===== src/rtl/bip_control.sv =====
// bip_control: multi-cycle FETCH/DECODE/EXEC sequencer for the BIP accumulator
// datapath. The state and the counters are registered on posedge. Outputs are
// decoded from the state register, so each strobe holds for a whole cycle and
// an asynchronous reset removes it at once.
module bip_control #(
  parameter int DB = 16,
  parameter int PB = 11
) (
  input  logic          clk,
  input  logic          Reset_n,
  input  logic          Start,
  input  logic [DB-1:0] Instr,
  output logic [PB-1:0] PC,
  output logic [PB-1:0] Addr,
  output logic [DB-1:0] Imm,
  output logic [1:0]    SelA,
  output logic          SelB,
  output logic          Op,
  output logic          WrAcc,
  output logic          Clear,
  output logic          RdRam,
  output logic          WrRam,
  output logic          Halted,
  output logic [15:0]   CycleCount
);

  typedef enum logic [2:0] {
    S_IDLE, S_FETCH, S_DECODE, S_EXEC, S_HALT
  } state_t;

  typedef enum logic [4:0] {
    OP_HLT  = 5'b00000,
    OP_STO  = 5'b00001,
    OP_LD   = 5'b00010,
    OP_LDI  = 5'b00011,
    OP_ADD  = 5'b00100,
    OP_ADDI = 5'b00101,
    OP_SUB  = 5'b00110,
    OP_SUBI = 5'b00111,
    OP_CLR  = 5'b01000
  } opcode_t;

  state_t        state, state_next;
  logic [DB-1:0] ir;
  logic [PB-1:0] pc;
  logic [15:0]   cycles;
  opcode_t       opcode;
  logic          launch;
  logic          active;

  assign opcode     = opcode_t'(ir[DB-1:PB]);
  assign launch     = Start && ((state == S_IDLE) || (state == S_HALT));
  assign active     = (state == S_FETCH) || (state == S_DECODE) || (state == S_EXEC);
  assign PC         = pc;
  assign CycleCount = cycles;

  // State register
  always_ff @(posedge clk or negedge Reset_n) begin
    if (!Reset_n) state <= S_IDLE;
    else          state <= state_next;
  end

  // Instruction register, loaded at the edge that ends FETCH
  always_ff @(posedge clk or negedge Reset_n) begin
    if (!Reset_n)               ir <= '0;
    else if (state == S_FETCH)  ir <= Instr;
  end

  // Program counter: cleared on launch, advanced at the end of EXEC, wraps freely
  always_ff @(posedge clk or negedge Reset_n) begin
    if (!Reset_n)             pc <= '0;
    else if (launch)          pc <= '0;
    else if (state == S_EXEC) pc <= pc + PB'(1);
  end

  // Executed-cycle counter, saturating, frozen outside FETCH/DECODE/EXEC
  always_ff @(posedge clk or negedge Reset_n) begin
    if (!Reset_n)                    cycles <= '0;
    else if (launch)                 cycles <= '0;
    else if (active && cycles != '1) cycles <= cycles + 16'd1;
  end

  // Next-state and output decode
  always_comb begin
    state_next = state;
    Addr       = '0;
    Imm        = '0;
    SelA       = 2'b00;
    SelB       = 1'b0;
    Op         = 1'b0;
    WrAcc      = 1'b0;
    Clear      = 1'b0;
    RdRam      = 1'b0;
    WrRam      = 1'b0;
    Halted     = 1'b0;

    case (state)
      S_IDLE:   if (Start) state_next = S_FETCH;
      S_FETCH:  state_next = S_DECODE;
      S_DECODE: state_next = (opcode == OP_HLT) ? S_HALT : S_EXEC;
      S_EXEC:   state_next = S_FETCH;
      S_HALT: begin
        Halted = 1'b1;
        if (Start) state_next = S_FETCH;
      end
      default:  state_next = S_IDLE;
    endcase

    // Operand, selects and RAM read are set up in DECODE and held through EXEC;
    // the single strobe is asserted only in EXEC.
    if ((state == S_DECODE) || (state == S_EXEC)) begin
      Addr = ir[PB-1:0];
      Imm  = {{(DB-PB){ir[PB-1]}}, ir[PB-1:0]};
      case (opcode)
        OP_LD:   begin SelA = 2'b00; RdRam = 1'b1; end
        OP_LDI:  SelA = 2'b01;
        OP_ADD:  begin SelA = 2'b10; RdRam = 1'b1; end
        OP_ADDI: begin SelA = 2'b10; SelB = 1'b1; end
        OP_SUB:  begin SelA = 2'b10; RdRam = 1'b1; Op = 1'b1; end
        OP_SUBI: begin SelA = 2'b10; SelB = 1'b1; Op = 1'b1; end
        default: ;
      endcase
      if (state == S_EXEC) begin
        case (opcode)
          OP_STO:                                          WrRam = 1'b1;
          OP_LD, OP_LDI, OP_ADD, OP_ADDI, OP_SUB, OP_SUBI: WrAcc = 1'b1;
          OP_CLR:                                          Clear = 1'b1;
          default: ;
        endcase
      end
    end
  end

endmodule


===== config.mk =====
export PLATFORM = sky130hd
export DESIGN_NAME = bip_control
export DESIGN_NICKNAME = d
export VERILOG_FILES = /design/src/rtl/bip_control.sv
export SDC_FILE = /design/constraint.sdc
export NUM_CORES = 1
export LEC_CHECK = 0
export CAP_MARGIN = 10
export CORE_MARGIN = 2
export CORE_UTILIZATION = 50
export CTS_CLUSTER_DIAMETER = 80
export CTS_CLUSTER_SIZE = 20
export DETAILED_ROUTE_END_ITERATION = 10
export PLACE_DENSITY = 0.95
export SYNTH_ARGS = -nofsm -noshare
export SYNTH_HDL_FRONTEND = slang
export SYNTH_SLANG_ARGS = --single-unit

===== constraint.sdc =====
create_clock -name clk -period 6.15 [get_ports clk]
set_clock_uncertainty 0.15 [all_clocks]
set_input_delay 0.615 -clock clk [delete_from_list [all_inputs] [get_ports clk]]
set_output_delay 0.615 -clock clk [all_outputs]
set_load 0.02 [all_outputs]

==> summary.md, run 1 <==
| Metric | Value |
|---|---|
| Clk sinks | 46 |
| Kind of end point of the critical path | output pin |
| Design area | 3400 µm² |
| Highest Clock Rate | 266 MHz |
| Post-Syn Area | 2570 µm² |
| Top-level I/O count | 82 |
| Register-to-register path setup slack | 3.65 ns |
| Status | completed |
| Setup TNS | 0 ns |
| Syn-to-layout area delta | 32.6% |
| Setup-failing EPs final | 0 |
| Synth Warn # | 0 |
| Routability-driven placement congestion ratio | 0.873 |
| Most common flop cell mapped by yosys | dfrtp_1 |
| Relative slew slack | 19.1% |
| IO buf count | 81 |
| Pwr dens | 417 nW/µm² |
| VDD IR max | 333 µV |
| Clock power frac | 13.5% |
| Root Driver | clkbuf_8 |
| Post-DP HPWL | ~4 mm |
| Largest area contributor in the netlist | dfrtp_1 |
| Startpoint Class | flip-flop |
| Fin nets | between 300 and 400 |
| Post-synth ARST share | 100% |
| Syn avg cell area | 10.2 µm² |
| Worst hold-check path type | in2async |
| # hold bufs at CTS | 0 |
| Final Hold Viols | 0 |
| DR vias | 2174 |
| CTS tree | yes |
| Yosys reg bits | between 40 and 50 |
| Antenna viol nets, final | 0 |
| Worst slew pin tran | 1.20 ns |
| Cts repair resizes | 0 |
| Type of the worst setup path | reg2out |
| Num rows | 26 |
| Drt wl/cell | about 15 µm |
| Worst R2R Start | CycleCount[0] |
| Arrival time worst endpoint | around 3.0 ns |
| Synth Instances | 252 |
| Vias in the first global route | approximately 2100 |
| Buf/Inv on CP | 1 |
| Leading post-synthesis cells by cell area | dfrtp_1, mux2_2, buf_4 |
| Share of cells above drive strength 1 | approximately 11% |
| Largest net degree at the start of global routing | 47 |
| DIE AREA | 5720 µm² |
| Min Tclk post-route | 3.76 ns |
| Crit Path Max Fanout | 16 |
| Leak Pwr | around 1.3 nW |
| Antenna diode count | 0 |
| CP top delay family | simple AND/OR/NAND/NOR gates |
| Unrepaired setup endpoints after global routing | false |
| Seq pwr share | 34.5% |
| Most common cell in the netlist | dfrtp_1 |
| Comb power frac | 51.9% |
| Deepest clock path buffer count | 2 |
| Post-synth EDFFs | 0 |
| Final Max Tran Viols | 0 |
| Net Sw Frac | roughly 41% |
| Drt total wl | 5.78 mm |
| # H-tree levels | 2 |
| DR pass1 iterations | 4 |
| Initial antenna violation count | 0 |
| Inserted Clock Buffers | 5 |
| WP data required | around 5.4 ns |
| Critical Path Slowest Stage Cell | nor2b_1 |
| Synthesized Nets | between 200 and 300 |
| Remaining DRCs | 0 |
| Yosys top cell area share | 44.9% |
| Setup repair bufs after CTS | 0 |
| Worst-path clk slew | 0.08 ns |
| GRT overflow | 0 |
| Initial Utilization | 50.9% |
| Tot GR Track Use | about a fifth |
| Die height | 75.6 µm |
| Die W | 75.6 µm |
| Maxcap violations | 0 |
| Post-synth cell types | 42 |
| Critical path origin | state[1] |
| CORE AREA | 5040 µm² |
| Period utilisation layout | about three fifths |
| Sequential element share of the synthesized area | 44.9% |
| Dpl cell area | 3310 µm² |
| CP Cell Sequence | nor2b_1, o21ai_0, nor4b_1, clkdlybuf4s50_1 |
| Post-synth top cells | dfrtp_1, nand2_1, mux2_2 |
| First-pass GRT wire length | 9.38 mm |
| DRT iter0 DRCs | roughly 180 |
| DR vias/cell | 5.63 |
| CP peak stage delay | around 0.77 ns |
| Psw | 0.000584 W |
| Clock Latency Late Sink | 0.30 ns |
| Cell Int Power | 0.000836 W |
==> through the flow <==
| stage | utilization (%) | setup WS, ns | instances | total power [W] | hold WS, ns |
|---|---|---|---|---|---|
| 3_3_place_gp | 65.7 | 2.91 | 378 | 0.00121 | 0.332 |
| 6_report | 67.5 | 2.39 | 386 | 0.00142 | 0.321 |
| 2_1_floorplan | - | 3.63 | 252 | 0.000982 | 0.169 |
| 4_1_cts | 67.5 | 2.41 | 386 | 0.00143 | 0.363 |
| 5_1_grt | 67.5 | 2.20 | 386 | 0.00150 | 0.376 |
| 3_5_place_dp | 65.7 | 2.78 | 378 | 0.00123 | 0.342 |
==> per-layer routing <==
| layer | routed length (µm) | vias to the layer above | part of all wire [%] | global-route usage, % |
|---|---|---|---|---|
| li1 | - | 1034 | - | - |
| met1 | 2520 | 1048 | 44 | 27.2 |
| met2 | 2780 | 82 | 48 | 34.5 |
| met3 | 417 | 10 | 7.2 | 5.82 |
| met4 | 65 | 0 | 1.1 | 6.63 |
| met5 | 0 | - | 0 | 0 |
==> worst register-to-register path, cell delays in order, from the launching register on <==
cell	delay [ns]
dfrtp_1	0.43
ha_1	0.23
nand4_1	0.16
nor4_2	1.01
nor4_1	0.10
a211o_1	0.32
==> area by class of cell <==
cell class | count | area [µm²]
clock buffers | 7 | 86.3
clock inverters | 1 | 5.00
fillers | 377 | 1640
inverters | 4 | 15.0
multi-input cells | 175 | 1240
flip-flops and latches | 46 | 1150
well taps | 70 | 87.6
repair buffers | 83 | 821
==> cell usage in the layout (no fill, tap or decap), types with 6 or more instances in the layout <==
master	netlist	final
clkdlybuf4s50_1	0	80
dfrtp_1	46	46
nand2_1	19	19
mux2_2	17	17
and2_1	14	14
nor2_1	14	14
nand3_1	12	12
a21oi_1	11	11
nand4_1	9	9
o21ai_0	7	7
xnor2_1	6	6
or4_1	6	6
clkbuf_8	0	6
==> cells by family (layout without fill, tap and decap cells) <==
group / count (synthesis) / in the layout / synth area share [%]
buf+inv: 31 / 95 / 7.17
compound gates: 36 / 36 / 11.3
xor+xnor: 7 / 7 / 2.39
fa+ha+maj: 2 / 2 / 0.975
mux: 22 / 22 / 9.41
flops: 46 / 46 / 44.9
simple gates: 108 / 108 / 23.9
==> path summary, 6_finish.rpt <==
kind	end	cells past startpoint
worst min-delay path	ir[5]	1
worst min register to register	ir[6]	1
min in group clk	ir[6]	1
max in group asynchronous	ir[9]	1
worst max register to register	CycleCount[9]	5
worst max-delay path	WrAcc	4
==> power groups by stage <==
stage / sequential [W] / combinational, W / clock, W
CTS: 0.000488 / 0.000743 / 0.000195
floorplan: 0.000485 / 0.000497 / 0
global route: 0.000504 / 0.000793 / 0.000208
detailed placement: 0.000494 / 0.000739 / 0
finish: 0.000490 / 0.000737 / 0.000192
global placement: 0.000488 / 0.000722 / 0
==> sequential cells by signal, indices dropped and copies added (netlist names) <==
signal      count
CycleCount     16
PC             11
ir             16
state           3
Power figures use the tool's default switching activity.
==> run 2: changes to the inputs <==
--- a/config.mk
+++ b/config.mk
@@ -7,11 +7,11 @@
 export LEC_CHECK = 0
 export CAP_MARGIN = 10
 export CORE_MARGIN = 2
-export CORE_UTILIZATION = 50
+export CORE_UTILIZATION = 46
 export CTS_CLUSTER_DIAMETER = 80
 export CTS_CLUSTER_SIZE = 20
 export DETAILED_ROUTE_END_ITERATION = 10
-export PLACE_DENSITY = 0.95
+export PLACE_DENSITY = 0.91
 export SYNTH_ARGS = -nofsm -noshare
 export SYNTH_HDL_FRONTEND = slang
 export SYNTH_SLANG_ARGS = --single-unit
==> constraint.sdc (replaced) <==
create_clock -name clk -period 3.7 [get_ports clk]
set_clock_uncertainty 0.15 [all_clocks]
set_input_delay 0.37 -clock clk [delete_from_list [all_inputs] [get_ports clk]]
set_output_delay 0.37 -clock clk [all_outputs]
set_load 0.02 [all_outputs]
==> run 2 against run 1 <==
  * Cell count is 1.0% higher
  * First-iteration DRC count is 10% higher
  * Clock-buffer cell count stayed put
  * Sequential cell count stayed put
  * Die area is 8.2% higher
  * Largest power group unchanged
  * Highest routed layer unchanged
==> summary.md, run 2 (synthesis results as in run 1) <==
| Metric | Value |
|---|---|
| Period utilisation layout | 82.3% |
| Largest net degree at the start of global routing | 47 (unchanged) |
| Num rows | 27 (+3.8%) |
| Top-level I/O count | 82 (unchanged) |
| Status | completed |
| CP peak stage delay | 0.66 ns (-0.11 ns) |
| DR pass1 iterations | 5 (+1) |
| Cts repair resizes | 0 (unchanged) |
| First-pass GRT wire length | 9.66 mm (+3.0%) |
| Worst path depth | 4 (unchanged) |
| Buf/Inv on CP | 1 (unchanged) |
| Inserted Clock Buffers | 5 (unchanged) |
| Most frequent cells in the layout | clkdlybuf4s50_1, dfrtp_1, nand2_1, mux2_2 |
| Setup-failing EPs final | 0 (unchanged) |
| Post-DP HPWL | 4.09 mm (-0.66%) |
| Remaining DRCs | 0 (unchanged) |
| Multi-input logic area | 1240 µm² (unchanged) |
| Relative slew slack | 29.1% (+10 points) |
| Uppermost routed layer | met4 |
| Clock Latency Late Sink | 0.30 ns (about the same) |
| Vias in the first global route | 2096 (-0.43%) |
| Layout fillers | 445 (+18%) |
| Drt total wl | 5.83 mm (+0.93%) |
| Routed wl met3 | 421 µm (+0.96%) |
| Critical path origin | state[1] |
| WP data required | 3.18 ns (-2.20 ns) |
| FF-to-FF path depth | 6 (+1) |
| CTS tree | yes |
| Design area | 3430 µm² (+0.96%) |
| CP top delay family | simple AND/OR/NAND/NOR gates |
| Type of the worst setup path | reg2out |
| Register area | 1150 µm² (unchanged) |
| DIE AREA | 6190 µm² (+8.2%) |
| Highest Clock Rate | 328 MHz |
| Pwr dens | 704 nW/µm² (+69%) |
| Min Tclk post-route | between 3 and 4 ns |
| Worst-path clk slew | 0.09 ns (about the same) |
| Root Driver | clkbuf_8 |
| Setup TNS | 0 ns (unchanged) |
| Worst R2R Start | CycleCount[0] |
| Setup repair bufs after CTS | 0 (unchanged) |
| Last element of the critical path | WrAcc |
| # hold bufs at CTS | 0 (unchanged) |
| Antenna viol nets, final | 0 (unchanged) |
| DR vias | 2199 (+1.1%) |
| Antenna diode count | 0 (unchanged) |
| DR vias/cell | 5.64 (+0.11%) |
| DRT iter0 DRCs | 197 (+10%) |
| Worst r2r dst | CycleCount[3] |
| Die height | 78.7 µm (+4.0%) |
| Critical Path Slowest Stage Cell | clkdlybuf4s50_1 |
| Startpoint Class | flip-flop |
| Fin Hold WS | 0.0884 ns (-0.232 ns) |
| CORE AREA | 5440 µm² (+7.9%) |
| IO buf count | 81 (unchanged) |
| Fin nets | 338 (+0.60%) |
| Routability-driven placement congestion ratio | 0.881 (+0.87%) |
| Tot GR Track Use | 19.7% (-1.4 points) |
| Maxcap violations | 0 (unchanged) |
| GRT overflow | 0 (unchanged) |
| Drt wl/cell | 15.0 µm (-0.10%) |
| Clk sinks | 46 (unchanged) |
| Die W | 78.7 µm (+4.0%) |
| Leak Pwr | 1.34 nW (+1.1%) |
| Worst hold-check path type | in2async |
| Register-to-register path setup slack | 1.26 ns (-2.39 ns) |
| Deepest clock path buffer count | 2 (unchanged) |
| Met2 wire length | 2.80 mm (+0.94%) |
| Dpl cell area | 3330 µm² (+0.53%) |
| Syn-to-layout area delta | 33.8% |
| CP Cell Sequence | nor2b_1, o21ai_0, nor4b_1, clkdlybuf4s50_1 |
| Initial antenna violation count | 0 (unchanged) |
| Final Max Tran Viols | 0 (unchanged) |
| Initial Utilization | 47.2% (-3.7 points) |
| Arrival time worst endpoint | 2.53 ns (-0.47 ns) |
| Worst slew pin tran | 1.05 ns (-0.149 ns) |
| Met1 wire length | 2.55 mm (+1.2%) |
| Pwr Total | 0.00242 W (+70%) |
| Kind of end point of the critical path | output pin |
| Share of cells above drive strength 1 | 11.0% (+0.25 points) |
| Final Hold Viols | 0 (unchanged) |
| VDD IR max | 485 µV (+46%) |
| Crit Path Max Fanout | 11 (-5) |
| # H-tree levels | 2 (unchanged) |
| Unrepaired setup endpoints after global routing | false |
| Most common cell after layout, fill and taps aside | clkdlybuf4s50_1 |
## run 2: cell types whose count changed in the layout (fill, tap and decap cells not counted), sizes merged
cell | before | now
buf | 3 | 5
bufinv | 0 | 1
clkinv | 1 | 0
## run 2: worst min path at each step
stage / depth (start not counted) / endpoint / slack, ns
floorplan: 0 / CycleCount[0] / -0.08
global placement: 1 / ir[7] / 0.33
detailed placement: 1 / ir[5] / 0.34
CTS: 1 / ir[0] / 0.12
global route: 1 / ir[0] / 0.19
finish: 1 / ir[0] / 0.09
## run 2: through the flow
step                setup slack, ns  utilization [%]  std cells
global placement               1.10             61.2        382
CTS                           0.656             63.1        390
detailed placement             1.02             61.2        382
floorplan                      1.43                -        252
global route                  0.422             63.1        390
finish                        0.653             63.1        390
## run 2: per-layer routing
layer  up-vias  global-route usage [%]
met5         -                       0
met4         0                    6.49
met3        12                    6.02
met2        99                    32.1
met1      1053                    24.9
li1       1035                       -
## run 2: power breakdown
part	switching, W	total [W]	internal (W)
Combinational	0.000634	0.00123	0.000599
Clock	0.000172	0.000374	0.000202
Sequential	0.000166	0.000812	0.000646
Total	0.000972	0.00242	0.00145
## run 2: layout make-up
class	count	share of cell area (%)
tap	72	2.62
sequential	46	33.5
clock inverter	1	0.874
inverter	4	0.437
timing repair buffer	85	24.3
multi-input combinational	175	36.0
clock buffer	7	2.22
==> run 3: changes to the inputs <==
--- a/config.mk
+++ b/config.mk
@@ -7,11 +7,11 @@
 export LEC_CHECK = 0
 export CAP_MARGIN = 10
 export CORE_MARGIN = 2
-export CORE_UTILIZATION = 46
+export CORE_UTILIZATION = 42
 export CTS_CLUSTER_DIAMETER = 80
 export CTS_CLUSTER_SIZE = 20
 export DETAILED_ROUTE_END_ITERATION = 10
-export PLACE_DENSITY = 0.91
+export PLACE_DENSITY = 0.88
 export SYNTH_ARGS = -nofsm -noshare
 export SYNTH_HDL_FRONTEND = slang
 export SYNTH_SLANG_ARGS = --single-unit
==> constraint.sdc (replaced) <==
create_clock -name clk -period 2.65 [get_ports clk]
set_clock_uncertainty 0.15 [all_clocks]
set_input_delay 0.265 -clock clk [delete_from_list [all_inputs] [get_ports clk]]
set_output_delay 0.265 -clock clk [all_outputs]
set_load 0.02 [all_outputs]
==> run 3 against run 2 <==
  * The run now ends with negative hold slack left
  * Combinational power up 43%
  * Design area up 0.95%
  * Non-clock buffer count up 6
  * Die area up 9.0%
  * Sequential cell count unchanged
  * Critical path type unchanged
==> summary.md, run 3 (synthesis results as in run 1) <==
| Metric | Value |
|---|---|
| Clock Latency Late Sink | 0.29 ns (about the same) |
| Min Tclk post-route | approximately 2.5 ns |
| Largest net degree at the start of global routing | 47 (unchanged) |
| PnR worst setup slack | 0.142 ns (-0.512 ns) |
| Layout fillers | 509 (+14%) |
| Final Util | 58.6% (-4.6 points) |
| Startpoint Class | flip-flop |
| DR vias | 2213 (+0.64%) |
| Setup TNS | 0 ns (unchanged) |
| Worst-path clk slew | 0.08 ns (about the same) |
| Type of the worst setup path | reg2out |
| VDD IR max | 637 µV (+31%) |
| Num rows | 28 (+3.7%) |
| First-pass GRT wire length | 9.95 mm (+3.0%) |
| Syn-to-layout area delta | 35.1% |
| Vias in the first global route | 2115 (+0.91%) |
| GRT overflow | 0 (unchanged) |
| Antenna viol nets, final | 0 (unchanged) |
| DRT iter0 DRCs | 169 (-14%) |
| Fin Hold WS | -0.0128 ns (-0.101 ns) |
| Worst hold-check path type | in2async |
| Inserted Clock Buffers | 5 (unchanged) |
| CP top delay family | buffers and inverters |
| Routability-driven placement congestion ratio | 0.887 (+0.69%) |
| Pwr Total | 0.00329 W (+36%) |
| Tot GR Track Use | 18.9% (-0.79 points) |
| Final Hold Viols | 14 (+14) |
| Fin nets | 344 (+1.8%) |
| Arrival time worst endpoint | 2.09 ns (-0.44 ns) |
| Post-DP HPWL | 4.42 mm (+8.1%) |
| DIE AREA | 6750 µm² (+9.0%) |
| Setup-failing EPs final | 0 (unchanged) |
| Antenna diode count | 0 (unchanged) |
| Pwr dens | 949 nW/µm² (+35%) |
| Maxcap violations | 0 (unchanged) |
| Root Driver | clkbuf_8 |
| DR pass1 iterations | 4 (-1) |
| CP Cell Sequence | nor2b_1, buf_4, and3_1, and2_1, clkdlybuf4s50_1 |
| Remaining DRCs | 0 (unchanged) |
| Relative slew slack | 33.0% (+3.9 points) |
| Drt total wl | 5.95 mm (+2.0%) |
| Die W | 82.2 µm (+4.4%) |
| Drt wl/cell | 14.9 µm (about the same) |
| CTS tree | yes |
| Worst path depth | 5 (+1) |
| Kind of end point of the critical path | output pin |
| Die height | 82.2 µm (+4.4%) |
| Failing checks | negative hold slack |
| FF-to-FF path depth | 6 (unchanged) |
| Critical Path Slowest Stage Cell | clkdlybuf4s50_1 |
| Unrepaired setup endpoints after global routing | false |
| IO buf count | 81 (unchanged) |
| Register area | 1150 µm² (+0.11%) |
| Top-level I/O count | 82 (unchanged) |
| Dpl cell area | 3360 µm² (+1.0%) |
| Period utilisation layout | 94.7% |
| Deepest clock path buffer count | 2 (unchanged) |
| Most common cell after layout, fill and taps aside | clkdlybuf4s50_1 |
| Most frequent cells in the layout | clkdlybuf4s50_1, dfrtp_1, nand2_1, mux2_2 |
| CP peak stage delay | 0.60 ns (-0.06 ns) |
| WP data required | 2.24 ns (-0.94 ns) |
| Design area | 3470 µm² (+0.95%) |
| Final Max Tran Viols | 0 (unchanged) |
| Highest Clock Rate | 399 MHz |
| Worst slew pin tran | 1.01 ns (-0.0491 ns) |
| # H-tree levels | 2 (unchanged) |
| Initial antenna violation count | 0 (unchanged) |
| Buf/Inv on CP | 2 (+1) |
| # hold bufs at CTS | 0 (unchanged) |
| DR vias/cell | 5.56 (-1.4%) |
| Multi-input logic area | 1240 µm² (unchanged) |
| Pre-CTS setup slack | 0.279 ns (-0.737 ns) |
| Status | finished, violations left |
| Crit Path Max Fanout | 9 (-2) |
| Initial Utilization | 43.3% (-3.8 points) |
| Leak Pwr | 1.43 nW (+6.7%) |
| CORE AREA | 5920 µm² (+8.9%) |
| Share of cells above drive strength 1 | 12.7% (+1.7 points) |
| Clk sinks | 46 (unchanged) |
==> run 3: cell types whose count changed in the layout (fill, tap and decap cells not counted), sizes merged <==
cell / change
bufinv: -1
dlymetal6s2s: +5
buf: +6
clkdlybuf4s50: -5
==> run 3: worst paths after layout <==
check                          from            end  slack, ns
setup / recovery           state[2]           SelB       0.14
setup reg to reg           state[1]          PC[7]       0.45
max in group asynchronous   Reset_n       state[1]       1.68
hold / removal              Reset_n  CycleCount[5]      -0.01
min in group clk              ir[5]          ir[5]       0.35
hold reg to reg               ir[5]          ir[5]       0.35
==> run 3: power breakdown <==
| part | internal, W | total (W) | switching, W |
|---|---|---|---|
| combinational | 0.000872 | 0.00176 | 0.000888 |
| sequential | 0.000904 | 0.00113 | 0.000225 |
| clock | 0.000182 | 0.000400 | 0.000218 |
==> run 3: worst reg2reg max path: cells and delay by family (launching register included) <==
kind / cells / cell delay, ns
and+or+nand+nor: 2 / 0.58
xor gates and xnor gates: 1 / 0.16
buffers and inverters: 2 / 0.41
DFF: 1 / 0.47
AOI/OAI and AO/OA: 1 / 0.30
==> run 3: area by class of cell <==
class                   instances  share of cell area (%)
clock buffers                   7                    2.20
inverters                       4                   0.433
multi-input cells             175                    35.7
flip-flops and latches         46                    33.2
well taps                      75                    2.71
repair buffers                 91                    25.8
==> run 3: what timing repair did <==
item / CTS / global route
endpoints found under the setup margin: 3 / 11
setup buffers: 0 / 2
resized for setup: 1 / 5
==> run 3: through the flow <==
| stage | std cells | hold WS, ns |
|---|---|---|
| CTS | 396 | 0.0221 |
| floorplan | 252 | -0.181 |
| global route | 398 | 0.0669 |
| detailed placement | 389 | 0.337 |
| finish | 398 | -0.0128 |
| global placement | 389 | 0.332 |
==> run 3: per-layer routing <==
layer  wire (µm)  track usage [%]  vias up  share of wire [%]
li1            -                -     1049                  -
met1        2410             22.6     1069                 41
met2        3060             32.7       89                 52
met3         403             5.33        6                6.8
met4          67             6.00        0                1.1
met5           0                0        -                  0
